===== src/rtl/mux_seq_pkg.sv =====
// Shared types and helpers for the 2:1 mux sequencer.
// State encoding plus the clamp-to-1 rule applied to dwell lengths.
package mux_seq_pkg;

  typedef enum logic [2:0] {
    IDLE     = 3'd0,
    DWELL_A  = 3'd1,
    BLANK_AB = 3'd2,
    DWELL_B  = 3'd3,
    BLANK_BA = 3'd4
  } state_t;

  // Widest counter the clamp helper supports; callers cast to their own width.
  localparam int CLAMP_WIDTH = 64;

  function automatic logic [CLAMP_WIDTH-1:0] clamp_to_one(input logic [CLAMP_WIDTH-1:0] value);
    clamp_to_one = (value == '0) ? CLAMP_WIDTH'(1) : value;
  endfunction

endpackage


===== src/rtl/mux_2_sequencer.sv =====
// Drives a 2:1 mux select: A for dwell_a cycles, B for dwell_b cycles, with optional
// blanking after each switch; config is shadowed and applied only at period starts.
module mux_2_sequencer
  import mux_seq_pkg::*;
#(
  parameter int CNT_WIDTH = 32
) (
  input  logic                 clk_i,
  input  logic                 rst_i,
  input  logic                 enable_i,
  input  logic [CNT_WIDTH-1:0] dwell_a_i,
  input  logic [CNT_WIDTH-1:0] dwell_b_i,
  input  logic [CNT_WIDTH-1:0] blank_i,
  input  logic                 load_i,
  output logic                 sel_o,
  output logic                 blank_o,
  output logic                 period_o,
  output logic                 busy_o
);

  state_t               state_reg, state_next;
  logic [CNT_WIDTH-1:0] cnt_reg, cnt_next;
  logic                 sel_reg, sel_next;
  logic                 blank_reg, blank_next;
  logic                 period_reg, period_next;
  logic                 busy_reg, busy_next;

  logic [CNT_WIDTH-1:0] act_dwell_a_reg, act_dwell_b_reg, act_blank_reg;
  logic [CNT_WIDTH-1:0] pend_dwell_a_reg, pend_dwell_b_reg, pend_blank_reg;
  logic                 pend_valid_reg;

  logic [CNT_WIDTH-1:0] eff_dwell_a_raw, eff_dwell_b_raw, eff_blank;
  logic [CNT_WIDTH-1:0] eff_dwell_a, eff_dwell_b;
  logic                 enter_a;
  logic                 apply;

  // Config that would become active if this edge enters DWELL_A:
  // a same-cycle load beats pending, pending beats the current active set.
  always_comb begin
    eff_dwell_a_raw = act_dwell_a_reg;
    eff_dwell_b_raw = act_dwell_b_reg;
    eff_blank       = act_blank_reg;
    if (load_i) begin
      eff_dwell_a_raw = dwell_a_i;
      eff_dwell_b_raw = dwell_b_i;
      eff_blank       = blank_i;
    end else if (pend_valid_reg) begin
      eff_dwell_a_raw = pend_dwell_a_reg;
      eff_dwell_b_raw = pend_dwell_b_reg;
      eff_blank       = pend_blank_reg;
    end
    eff_dwell_a = CNT_WIDTH'(clamp_to_one(CLAMP_WIDTH'(eff_dwell_a_raw)));
    eff_dwell_b = CNT_WIDTH'(clamp_to_one(CLAMP_WIDTH'(eff_dwell_b_raw)));
  end

  always_comb begin
    state_next  = state_reg;
    cnt_next    = cnt_reg;
    sel_next    = sel_reg;
    blank_next  = blank_reg;
    period_next = 1'b0;
    enter_a     = 1'b0;
    apply       = 1'b0;

    if (!enable_i) begin
      state_next = IDLE;
      cnt_next   = '0;
      sel_next   = 1'b0;
      blank_next = 1'b0;
    end else begin
      unique case (state_reg)
        IDLE: enter_a = 1'b1;

        DWELL_A: begin
          if (cnt_reg == '0) begin
            sel_next = 1'b0;
            if (act_blank_reg != '0) begin
              state_next = BLANK_AB;
              cnt_next   = act_blank_reg - 1'b1;
              blank_next = 1'b1;
            end else begin
              state_next = DWELL_B;
              cnt_next   = act_dwell_b_reg - 1'b1;
              blank_next = 1'b0;
            end
          end else begin
            cnt_next = cnt_reg - 1'b1;
          end
        end

        BLANK_AB: begin
          if (cnt_reg == '0) begin
            state_next = DWELL_B;
            cnt_next   = act_dwell_b_reg - 1'b1;
            sel_next   = 1'b0;
            blank_next = 1'b0;
          end else begin
            cnt_next = cnt_reg - 1'b1;
          end
        end

        DWELL_B: begin
          if (cnt_reg == '0) begin
            if (act_blank_reg != '0) begin
              state_next = BLANK_BA;
              cnt_next   = act_blank_reg - 1'b1;
              sel_next   = 1'b1;
              blank_next = 1'b1;
            end else begin
              enter_a = 1'b1;
            end
          end else begin
            cnt_next = cnt_reg - 1'b1;
          end
        end

        BLANK_BA: begin
          if (cnt_reg == '0) begin
            enter_a = 1'b1;
          end else begin
            cnt_next = cnt_reg - 1'b1;
          end
        end

        default: begin
          state_next = IDLE;
          cnt_next   = '0;
          sel_next   = 1'b0;
          blank_next = 1'b0;
        end
      endcase

      // Every entry into DWELL_A starts a period with freshly applied config.
      if (enter_a) begin
        state_next  = DWELL_A;
        cnt_next    = eff_dwell_a - 1'b1;
        sel_next    = 1'b1;
        blank_next  = 1'b0;
        period_next = 1'b1;
        apply       = 1'b1;
      end
    end

    busy_next = (state_next != IDLE);
  end

  always_ff @(posedge clk_i or posedge rst_i) begin
    if (rst_i) begin
      state_reg  <= IDLE;
      cnt_reg    <= '0;
      sel_reg    <= 1'b0;
      blank_reg  <= 1'b0;
      period_reg <= 1'b0;
      busy_reg   <= 1'b0;
    end else begin
      state_reg  <= state_next;
      cnt_reg    <= cnt_next;
      sel_reg    <= sel_next;
      blank_reg  <= blank_next;
      period_reg <= period_next;
      busy_reg   <= busy_next;
    end
  end

  // A load coinciding with an apply is consumed immediately, so pending stays empty.
  always_ff @(posedge clk_i or posedge rst_i) begin
    if (rst_i) begin
      act_dwell_a_reg  <= CNT_WIDTH'(1);
      act_dwell_b_reg  <= CNT_WIDTH'(1);
      act_blank_reg    <= '0;
      pend_dwell_a_reg <= '0;
      pend_dwell_b_reg <= '0;
      pend_blank_reg   <= '0;
      pend_valid_reg   <= 1'b0;
    end else begin
      if (load_i) begin
        pend_dwell_a_reg <= dwell_a_i;
        pend_dwell_b_reg <= dwell_b_i;
        pend_blank_reg   <= blank_i;
      end
      if (apply) begin
        act_dwell_a_reg <= eff_dwell_a;
        act_dwell_b_reg <= eff_dwell_b;
        act_blank_reg   <= eff_blank;
        pend_valid_reg  <= 1'b0;
      end else if (load_i) begin
        pend_valid_reg <= 1'b1;
      end
    end
  end

  assign sel_o    = sel_reg;
  assign blank_o  = blank_reg;
  assign period_o = period_reg;
  assign busy_o   = busy_reg;

endmodule


===== config.mk =====
export PLATFORM = sky130hd
export DESIGN_NAME = mux_2_sequencer
export DESIGN_NICKNAME = d
export VERILOG_FILES = /design/src/rtl/mux_seq_pkg.sv /design/src/rtl/mux_2_sequencer.sv
export SDC_FILE = /design/constraint.sdc
export NUM_CORES = 1
export LEC_CHECK = 0
export ABC_AREA = 1
export CORE_ASPECT_RATIO = 0.6
export CORE_MARGIN = 5
export CORE_UTILIZATION = 50
export DETAILED_ROUTE_END_ITERATION = 7
export PLACE_DENSITY = 0.7
export SYNTH_ARGS = -nofsm -noshare
export SYNTH_HDL_FRONTEND = slang
export SYNTH_SLANG_ARGS = --single-unit

===== constraint.sdc =====
create_clock -name clk_i -period 17.52 [get_ports clk_i]
set_clock_uncertainty 0.1 [all_clocks]
set_input_delay 3.504 -clock clk_i [delete_from_list [all_inputs] [get_ports clk_i]]
set_output_delay 3.504 -clock clk_i [all_outputs]
set_load 0.02 [all_outputs]

==> results of run 1 <==
[metrics by stage]
stage                util  setup WS, ns  std cells
global placement    0.545          9.78       2555
floorplan               -          7.56       2145
finish              0.572         10.21       2597
CTS                 0.572         10.27       2597
detailed placement  0.545          9.70       2555
global route        0.572          9.66       2597
[area by class of cell]
type,instances,share of cell area
Tap cell,375,0.0288
Timing Repair Buffer,114,0.0681
Clock buffer,30,0.0381
Multi-Input combinational cell,1633,0.453
Inverter,201,0.0472
Clock inverter,12,0.00897
Sequential cell,232,0.356
[worst max-delay path, cell delays in order]
cell and delay [ns]:
buf_4 0.28, clkinv_2 0.51, buf_4 0.60, nand2_1 0.12
nand2_1 0.17, nor2_1 0.07, nand2_1 0.12, nor2_1 0.08
nand2_1 0.14, nor2_1 0.08, nor2_2 0.30, ha_1 0.25
nand2_1 0.11, inv_1 0.10, nand2_1 0.09, nor2_1 0.33
nand3_1 0.22, o21ai_0 0.19, nand3_1 0.08, nand2_1 0.08
nor2_1 0.04
[power by group through the flow]
stage / Combinational (mW) / Clock (mW) / Sequential [mW]
floorplan: 0.306 / 0 / 0.657
global placement: 0.435 / 0 / 0.678
detailed placement: 0.438 / 0 / 0.680
CTS: 0.441 / 0.527 / 0.671
global route: 0.506 / 0.552 / 0.680
finish: 0.451 / 0.521 / 0.673
[per-layer routing]
metal / vias up / wire length [um] / GRT usage
li1: 6905 / - / -
met5: - / 0 / 0
met3: 38 / 5530 / 0.0952
met4: 0 / 531 / 0.0385
met1: 6774 / 24300 / 0.483
met2: 614 / 17700 / 0.380
[kinds of logic after synthesis]
kind of cell    after synthesis
buf+inv                     280
xor+xnor                     73
flops                       232
simple gates               1245
compound gates              311
fa+ha+maj                     4
[cells in the final DEF (no fill, tap or decap), drive strengths merged, types with 8 or more instances in the layout]
cell and count:
nor2 271, inv 199, nand3 99, buf 12, clkinv 8, nand4 24
nor4 11, dfrtp 230, xor2 64, o22ai 13, nand2 806, xnor2 9
a21oi 37, clkdlybuf4s50 102, nor3 28, clkbuf 30, o21ai 245
[worst paths after layout]
kind | from | to | depth (start not counted)
setup / recovery | load_i | cnt_reg[30] | 21
hold / removal | pend_blank_reg[9] | pend_blank_reg[9] | 2
setup reg to reg | cnt_reg[0] | act_blank_reg[0] | 15
hold reg to reg | pend_blank_reg[9] | pend_blank_reg[9] | 2
max in group asynchronous | rst_i | act_dwell_a_reg[9] | 3
min in group asynchronous | rst_i | pend_blank_reg[17] | 2
==> metrics.md, run 1 <==
| Metric | Value |
|---|---|
| Cell with the most instances after synthesis | nand2_1 |
| Gr ovfl total | 0 |
| Relative slew slack | 0.238 |
| Power density relative to cell area | 101 mW/mm2 |
| Fraction of the mapped netlist area in compound gates | 0.114 |
| Relative contribution of sequential cells to total power | 0.409 |
| Synthesized instance count | 2145 |
| HPWL Detailed | 36700 um |
| Clock tree from TritonCTS | built |
| Ranking of synthesized cells by instance count | nand2_1 (804), nor2_1 (256), dfrtp_1 (230) |
| Design Area, Final | 0.0163 mm2 |
| Detail-routed via count per cell | roughly 5.5 |
| Register-to-register setup slack | around 13 ns |
| I/O pin cnt | between 100 and 150 |
| PnR Total Power | ~1.6 mW |
| Most common flop cell mapped by yosys | dfrtp_1 |
| Net Count, Synth | 2249 |
| Cell chosen for the clock root | clkbuf_16 |
| Worst min-delay path category | reg -> reg |
| # rows | 48 |
| Number of setup buffers added after CTS | 0 |
| Fill cell total of the finished layout | approximately 2.8k |
| Clk buf depth | 3 |
| Clock latency on the worst-skew pair | ~0.54 ns |
| Maximum number of pins on one net before global-route repair | between 100 and 150 |
| Cell internal power dissipation | approximately 1.0 mW |
| Startpoint-to-endpoint class of the critical path | in -> reg |
| Ranking of synthesized cells by area | dfrtp_1 (40%), nand2_1 (21%), nor2_1 (6.7%) |
| Ys async rst share | 1.00 |
| Sequential element share of the synthesized area | 0.405 |
| Syn avg cell area | about 6.7 um2 |
| Number of library cell types mapped by synthesis | 46 |
| Share of post-route cells with drive strength above 1 | 0.0428 |
| Element type at the critical path start | primary input |
| Count of hold-fix buffers inserted at cts | 0 |
| H-tree depth | 1 |
| GPL Wtd Cong | a little over 1 |
| Switching part of the total | 0.366 |
| Synthesis Warnings | 0 |
| TritonCTS sink count | ~230 |
| Hold Fails Final Rpt | 0 |
| Number of remaining DRC errors | 0 |
| Worst path required time | between 15 and 20 ns |
| Final routed wire length divided by cell count | about 19 um |
| Final WL | slightly below 50000 um |
| Vias in the first global route | about 13k |
| Total GRT Usage | 0.295 |
| DP Area | approximately 0.016 mm2 |
| Final-report max-slew violation count | 0 |
| Number of buffer cells added on primary ports | 103 |
| Post-synthesis cell area | approximately 0.014 mm2 |
| Gate power share | 0.274 |
| Setup tns final | 0 ns |
| Sequential cell area | a little under 0.006 mm2 |
| Die area | ~0.032 mm2 |
| Slew at the pin with the worst max-slew slack | ~1.1 ns |
| Xor/xnor cell area share of the yosys netlist | 0.0446 |
| Horizontal extent of the die | ~230 um |
| Clock-pin slew of the registers on the worst-case setup and hold paths | about 0.070 ns |
| Area fraction of the dominant cell type after synthesis | 0.401 |
| Number of buffers inserted during clock tree synthesis | 23 |
| Clock power share | 0.317 |
| Worst-path fanout max | just over 60 |
| Number of DRC violations after detailed-routing iteration 0 | between 1k and 1.5k |
| Status | finished clean |
| Peak supply drop | ~0.00008 V |
| Area Overhead vs Synth | 13.7% |
| Unrepaired setup endpoints after global routing | no |
| Count of instances resized after the clock tree is built | 0 |
| Number of antenna diodes | 0 |
| Largest family of logic cells by synthesized area | simple AND/OR/NAND/NOR gates |
| Initial Utilization | 0.503 |
| Number of nets with antenna violations after detailed routing | 0 |
| MaxCap Viol Count | 0 |
| Final Net Count | between 2k and 2.5k |
| Adder-Cell Fraction of Synth Area | 0.00349 |
| Arrival time at the worst endpoint | approximately 7.6 ns |
| Achievable Freq | between 100 and 150 MHz |
| Number of antenna violations at the first check in global routing | 0 |
| EDFF count, synth | 0 |
| Leakage Power | ~8.0 nW |
| Area of combinational cells with multiple inputs | around 0.0074 mm2 |
| Power spent charging and discharging nets | 602 uW |
| Global-route wire length before repair | 75900 um |
| Number of setup violations in the final report | 0 |
| Cell accounting for the most synthesized area | dfrtp_1 |
| Number of synthesized register bits | around 230 |
| Fraction of synthesized area in multiplexers | 0 |
| DIE HEIGHT | 141 um |
| Category of the worst setup path capture point | flip-flop |
| Simple-gate portion of the synthesized area | 0.353 |
| Worst-case hold slack | 0.371 ns |
| First-pass iteration count of the detailed router | 5 |
| Area inside the core boundary | roughly 0.029 mm2 |
| Final period util | 0.417 |
| Via count | about 14k |
| Fin crit period | 7.31 ns |
Power figures use the tool's default switching activity.
==> inputs of run 2 (changes only) <==
==> constraint.sdc (replaced) <==
create_clock -name clk_i -period 6.9 [get_ports clk_i]
set_clock_uncertainty 0.1 [all_clocks]
set_input_delay 1.38 -clock clk_i [delete_from_list [all_inputs] [get_ports clk_i]]
set_output_delay 1.38 -clock clk_i [all_outputs]
set_load 0.02 [all_outputs]
==> metrics.md, run 2 (same netlist as run 1, synthesis figures left out) <==
| Metric | Value |
|---|---|
| Category of the worst setup path capture point | flip-flop |
| GPL Wtd Cong | just over 1 |
| Clk buf depth | 3 |
| Share of post-route cells with drive strength above 1 | 0.0440 |
| Vias in the first global route | roughly 13k |
| Peak supply drop | between 0.00015 and 0.0002 V |
| Hold Fails Final Rpt | 0 |
| Clock-pin slew of the registers on the worst-case setup and hold paths | 0.07 ns |
| Area Overhead vs Synth | 13.7% |
| Register-to-register setup slack | about 2.3 ns |
| Worst path required time | 7.26 ns |
| Clock tree from TritonCTS | built |
| Die area | roughly 0.032 mm2 |
| Horizontal extent of the die | 229 um |
| Worst-path fanout max | 56 |
| Startpoint-to-endpoint class of the critical path | in -> reg |
| DIE HEIGHT | 141 um |
| I/O pin cnt | roughly 100 |
| Initial Utilization | 0.503 |
| Most common cell after layout, fill and taps aside | nand2_1 |
| Worst path top cell family by delay | simple AND/OR/NAND/NOR gates |
| Number of nets with antenna violations after detailed routing | 0 |
| Design Area, Final | ~0.016 mm2 |
| Count of hold-fix buffers inserted at cts | 0 |
| Maximum number of pins on one net before global-route repair | between 70 and 80 |
| Cell repeated most along the worst path | nand2_1 |
| HPWL Detailed | approximately 37000 um |
| Cells traversed along the worst timing path | buf_4 -> clkinv_2 -> buf_4 -> nand2_1 -> nand2_1 -> nor2_1 -> nand2_1 -> nor2_1 -> nand2_1 -> nor2_1 -> nor2_2 -> ha_1 -> nand2_1 -> nor2_2 -> nand2_1 -> nor2_2 -> inv_1 -> o21ai_0 -> nand3_1 -> o21ai_1 -> nor2_1 |
| Via count | between 10k and 15k |
| Clock latency on the worst-skew pair | 0.55 ns |
| Element type at the critical path start | primary input |
| Number of DRC violations after detailed-routing iteration 0 | around 1.6k |
| Unrepaired setup endpoints after global routing | no |
| Worst slack, placed | approximately 1.5 ns |
| Count of instances resized after the clock tree is built | 0 |
| Total GRT Usage | 0.296 |
| Fin crit period | 4.89 ns |
| Status | finished clean |
| Number of buffer cells added on primary ports | between 100 and 150 |
| Finished Core Util | 0.572 |
| Global-route wire length before repair | about 76000 um |
| Final routed wire length divided by cell count | roughly 18 um |
| Gr ovfl total | 0 |
| Final WL | between 40000 and 50000 um |
| Number of setup violations in the final report | 0 |
| First-pass iteration count of the detailed router | 6 |
| H-tree depth | 1 |
| TritonCTS sink count | about 230 |
| Cell chosen for the clock root | clkbuf_16 |
| Most frequent cells in the layout | nand2_1 (804), nor2_1 (256), dfrtp_1 (229), inv_1 (188), o21ai_0 (186) |
| Final Net Count | around 2.3k |
| Worst-case hold slack | 0.371 ns |
| Final period util | 0.708 |
| Slowest stage delay, CP | a little under 0.6 ns |
| Leakage Power | approximately 8.0 nW |
| DP Area | between 0.015 and 0.02 mm2 |
| Number of setup buffers added after CTS | 0 |
| Fill cell total of the finished layout | 2825 |
| Setup tns final | 0 ns |
| Number of buffers inserted during clock tree synthesis | 23 |
| # rows | 48 |
| Crit-path slowest cell | clkinv_2 |
| Achievable Freq | between 200 and 250 MHz |
| Power density relative to cell area | 253 mW/mm2 |
| Number of remaining DRC errors | 0 |
| Arrival time at the worst endpoint | 5.25 ns |
| Number of antenna diodes | 0 |
| Slew at the pin with the worst max-slew slack | 1.26 ns |
| Final-report max-slew violation count | 0 |
| Number of antenna violations at the first check in global routing | 0 |
| Worst min-delay path category | reg -> reg |
| Bufs and invs on worst path | 4 |
| Worst path setup slack after routing | around 2 ns |
| Relative slew slack | 0.156 |
| MaxCap Viol Count | 0 |
| Area inside the core boundary | roughly 0.029 mm2 |
| Detail-routed via count per cell | ~5.5 |
## run 2: changes by cell type in the layout (fill, tap and decap cells not counted), sizes merged
cell,previous run,this run
clkinvlp,3,1
clkinv,8,9
inv,199,198
buf,12,18
bufinv,3,2
## run 2: cell type report
type	instances	area [um2]	area share
tap	375	469	0.0288
timing repair buffer	120	1160	0.0709
clock inverter	9	103	0.00629
multi-input combinational	1633	7390	0.453
clock buffer	30	622	0.0381
sequential	232	5810	0.356
inverter	201	766	0.0469
## run 2: final timing paths
kind,start,to,depth (start not counted)
worst max-delay path,load_i,cnt_reg[18],21
worst min-delay path,pend_dwell_a_reg[19],pend_dwell_a_reg[19],2
worst max register to register,cnt_reg[0],act_blank_reg[2],15
worst min register to register,pend_dwell_a_reg[19],pend_dwell_a_reg[19],2
max in group asynchronous,rst_i,act_dwell_a_reg[3],4
min in group asynchronous,rst_i,pend_blank_reg[11],2
## run 2: through the flow
stage | cells | total power [mW]
after CTS | 2600 | 4.11
after detailed placement | 2561 | 2.84
after global placement | 2561 | 2.82
after floorplan | 2145 | 2.45
after global routing | 2600 | 4.37
final | 2600 | 4.13
## run 2: per-layer routing
layer  up-vias  track usage  wire length, um
li1       6922            -                -
met1      6774        0.499            25100
met2       561        0.375            17700
met3        43       0.0813             4710
met4         0       0.0356              511
met5         -            0                0
## run 2: where the power goes
| group | total [mW] | switching, mW | internal (mW) | leakage, nW |
|---|---|---|---|---|
| sequential | 1.71 | 0.168 | 1.54 | 2.89 |
| clock | 1.28 | 0.567 | 0.710 | 0.360 |
| combinational | 1.14 | 0.786 | 0.359 | 4.74 |
## run 2: worst reg2reg max path: stages, from the launching register on
cell and delay (ns):
dfrtp_1 0.38, inv_1 0.12, ha_1 0.23, nand3_2 0.14
nor2_4 0.29, nand3_4 0.15, nor2_8 0.27, inv_4 0.12
a21oi_4 0.28, a21oi_2 0.05, buf_4 0.23, inv_4 0.31
nand2_4 0.42, nor2_4 0.98, nand2_1 0.27, o21ai_1 0.15
==> inputs of run 3 (changes only) <==
==> constraint.sdc (replaced) <==
create_clock -name clk_i -period 5 [get_ports clk_i]
set_clock_uncertainty 0.1 [all_clocks]
set_input_delay 1 -clock clk_i [delete_from_list [all_inputs] [get_ports clk_i]]
set_output_delay 1 -clock clk_i [all_outputs]
set_load 0.02 [all_outputs]
==> metrics.md, run 3 (same netlist as run 1, synthesis figures left out) <==
| Metric | Value |
|---|---|
| Number of DRC violations after detailed-routing iteration 0 | approximately 1.5k |
| Relative slew slack | 0.224 |
| TritonCTS sink count | approximately 230 |
| Gr ovfl total | 0 |
| Fin crit period | ~3.8 ns |
| Horizontal extent of the die | approximately 230 um |
| Via count | approximately 14k |
| Achievable Freq | about 270 MHz |
| Peak supply drop | ~0.00026 V |
| Number of setup violations in the final report | 0 |
| Maximum number of pins on one net before global-route repair | 156 |
| Final period util | 0.752 |
| Number of setup buffers added after CTS | 0 |
| DIE HEIGHT | approximately 140 um |
| Critical path endpoint | cnt_reg[30] |
| Worst-case hold slack | ~0.37 ns |
| Global-route track usage on met3 | 0.0860 |
| Most frequent cells in the layout | nand2_1 (804), nor2_1 (256), dfrtp_1 (229), inv_1 (188), o21ai_0 (186) |
| Clk buf depth | 3 |
| Area inside the core boundary | around 0.029 mm2 |
| Startpoint-to-endpoint class of the critical path | in -> reg |
| Final routed wire length divided by cell count | 18.3 um |
| Slew at the pin with the worst max-slew slack | 1.16 ns |
| Met1 usage in global routing | 0.494 |
| Unrepaired setup endpoints after global routing | no |
| Number of antenna violations at the first check in global routing | 1 |
| Finished Core Util | 0.579 |
| Clock-pin slew of the registers on the worst-case setup and hold paths | ~0.06 ns |
| Worst-path fanout max | 85 |
| Power density relative to cell area | 355 mW/mm2 |
| Leakage Power | around 8.1 nW |
| HPWL Detailed | 36400 um |
| Worst path setup slack after routing | between 1 and 1.5 ns |
| Clock latency on the worst-skew pair | ~0.55 ns |
| Reg-to-reg startpoint | pend_valid_reg |
| Final WL | 47900 um |
| Number of antenna diodes | 0 |
| Setup tns final | 0 ns |
| Count of instances resized after the clock tree is built | 0 |
| Clock tree from TritonCTS | built |
| Most common cell after layout, fill and taps aside | nand2_1 |
| Global-route wire length before repair | between 70000 and 80000 um |
| Initial Utilization | 0.503 |
| Critical register-to-register path endpoint | cnt_reg[30] |
| Number of buffers inserted during clock tree synthesis | 24 |
| # rows | between 40 and 50 |
| Count of hold-fix buffers inserted at cts | 0 |
| Status | finished clean |
| Number of remaining DRC errors | 0 |
| Arrival time at the worst endpoint | approximately 4 ns |
| Startpoint of the most critical setup path | load_i |
| Die area | 0.0323 mm2 |
| Category of the worst setup path capture point | flip-flop |
| Final Net Count | around 2.3k |
| Met2 track utilization from global routing | 0.375 |
| Share of post-route cells with drive strength above 1 | 0.0505 |
| Layer with the highest usage after global routing | met1 |
| Hold Fails Final Rpt | 0 |
| MaxCap Viol Count | 0 |
| Element type at the critical path start | primary input |
| First-pass iteration count of the detailed router | 6 |
| Cell chosen for the clock root | clkbuf_16 |
| Number of nets with antenna violations after detailed routing | 0 |
| I/O pin cnt | 104 |
| Final-report max-slew violation count | 0 |
| Register-to-register setup slack | between 1 and 1.5 ns |
| Area Overhead vs Synth | 15.1% |
| Number of buffer cells added on primary ports | ~100 |
| Detail-routed via count per cell | 5.45 |
| Depth of the most critical reg-to-reg path | 21 |
| H-tree depth | 1 |
| Total GRT Usage | 0.296 |
| Worst min-delay path category | reg -> reg |
| Vias in the first global route | ~13k |
| GPL Wtd Cong | roughly 0.99 |
| Worst slack, placed | between 0.7 and 0.8 ns |
| Worst path required time | ~5.3 ns |
[run 3: changes by cell type in the layout (fill, tap and decap cells not counted), moves of 2 or more]
cell and delta:
clkinvlp_4 +5, buf_4 +5, buf_12 +3, clkbuf_1 -2
[run 3: how the worst min path moves through the flow]
stage,to,depth (start not counted),slack [ns],from
5_1_grt,pend_blank_reg[17],2,0.39,pend_blank_reg[17]
2_1_floorplan,pend_dwell_b_reg[0],2,0.34,pend_dwell_b_reg[0]
3_3_place_gp,pend_dwell_b_reg[3],2,0.35,pend_dwell_b_reg[3]
4_1_cts,pend_blank_reg[21],2,0.37,pend_blank_reg[21]
6_report,pend_blank_reg[23],2,0.37,pend_blank_reg[23]
3_5_place_dp,pend_blank_reg[21],2,0.36,pend_blank_reg[21]
[run 3: final cells by class]
class | instances | area [um2]
timing repair buffer | 128 | 1250
inverter | 201 | 766
tap | 375 | 469
clock inverter | 14 | 175
sequential | 232 | 5810
multi-input combinational | 1633 | 7390
clock buffer | 30 | 653
fill | 2781 | 12000
[run 3: per-stage QoR]
step / std cells / total power, mW / area (um2)
detailed placement: 2569 / 3.93 / 15700
global route: 2613 / 6.20 / 16500
global placement: 2569 / 3.91 / 15700
floorplan: 2145 / 3.38 / 14400
CTS: 2613 / 5.85 / 16500
finish: 2613 / 5.87 / 16500
[run 3: metal layers]
metal / wire length (um) / up-vias
li1: - / 6930
met1: 24600 / 6676
met2: 17500 / 587
met3: 5180 / 54
met4: 586 / 2
met5: 13 / -
[run 3: power by group]
group,switching [mW],internal (mW),total (mW)
Clock,0.819,1.09,1.91
Sequential,0.234,2.12,2.36
Combinational,1.09,0.507,1.59
Total,2.14,3.72,5.87
[run 3: worst max-delay path: stages]
cell	delay [ns]
buf_4	0.24
clkinv_2	0.11
buf_12	0.28
nand2_1	0.10
nand2_1	0.13
nor2_1	0.07
nand2_1	0.13
nor2_1	0.07
nand2_1	0.19
nor2_1	0.08
nor2_2	0.10
ha_1	0.19
nand2_1	0.10
inv_1	0.10
nand2_1	0.09
nor2_1	0.27
nand3_1	0.27
o21ai_0	0.23
nand3_1	0.09
nand2_1	0.08
nor2_1	0.04
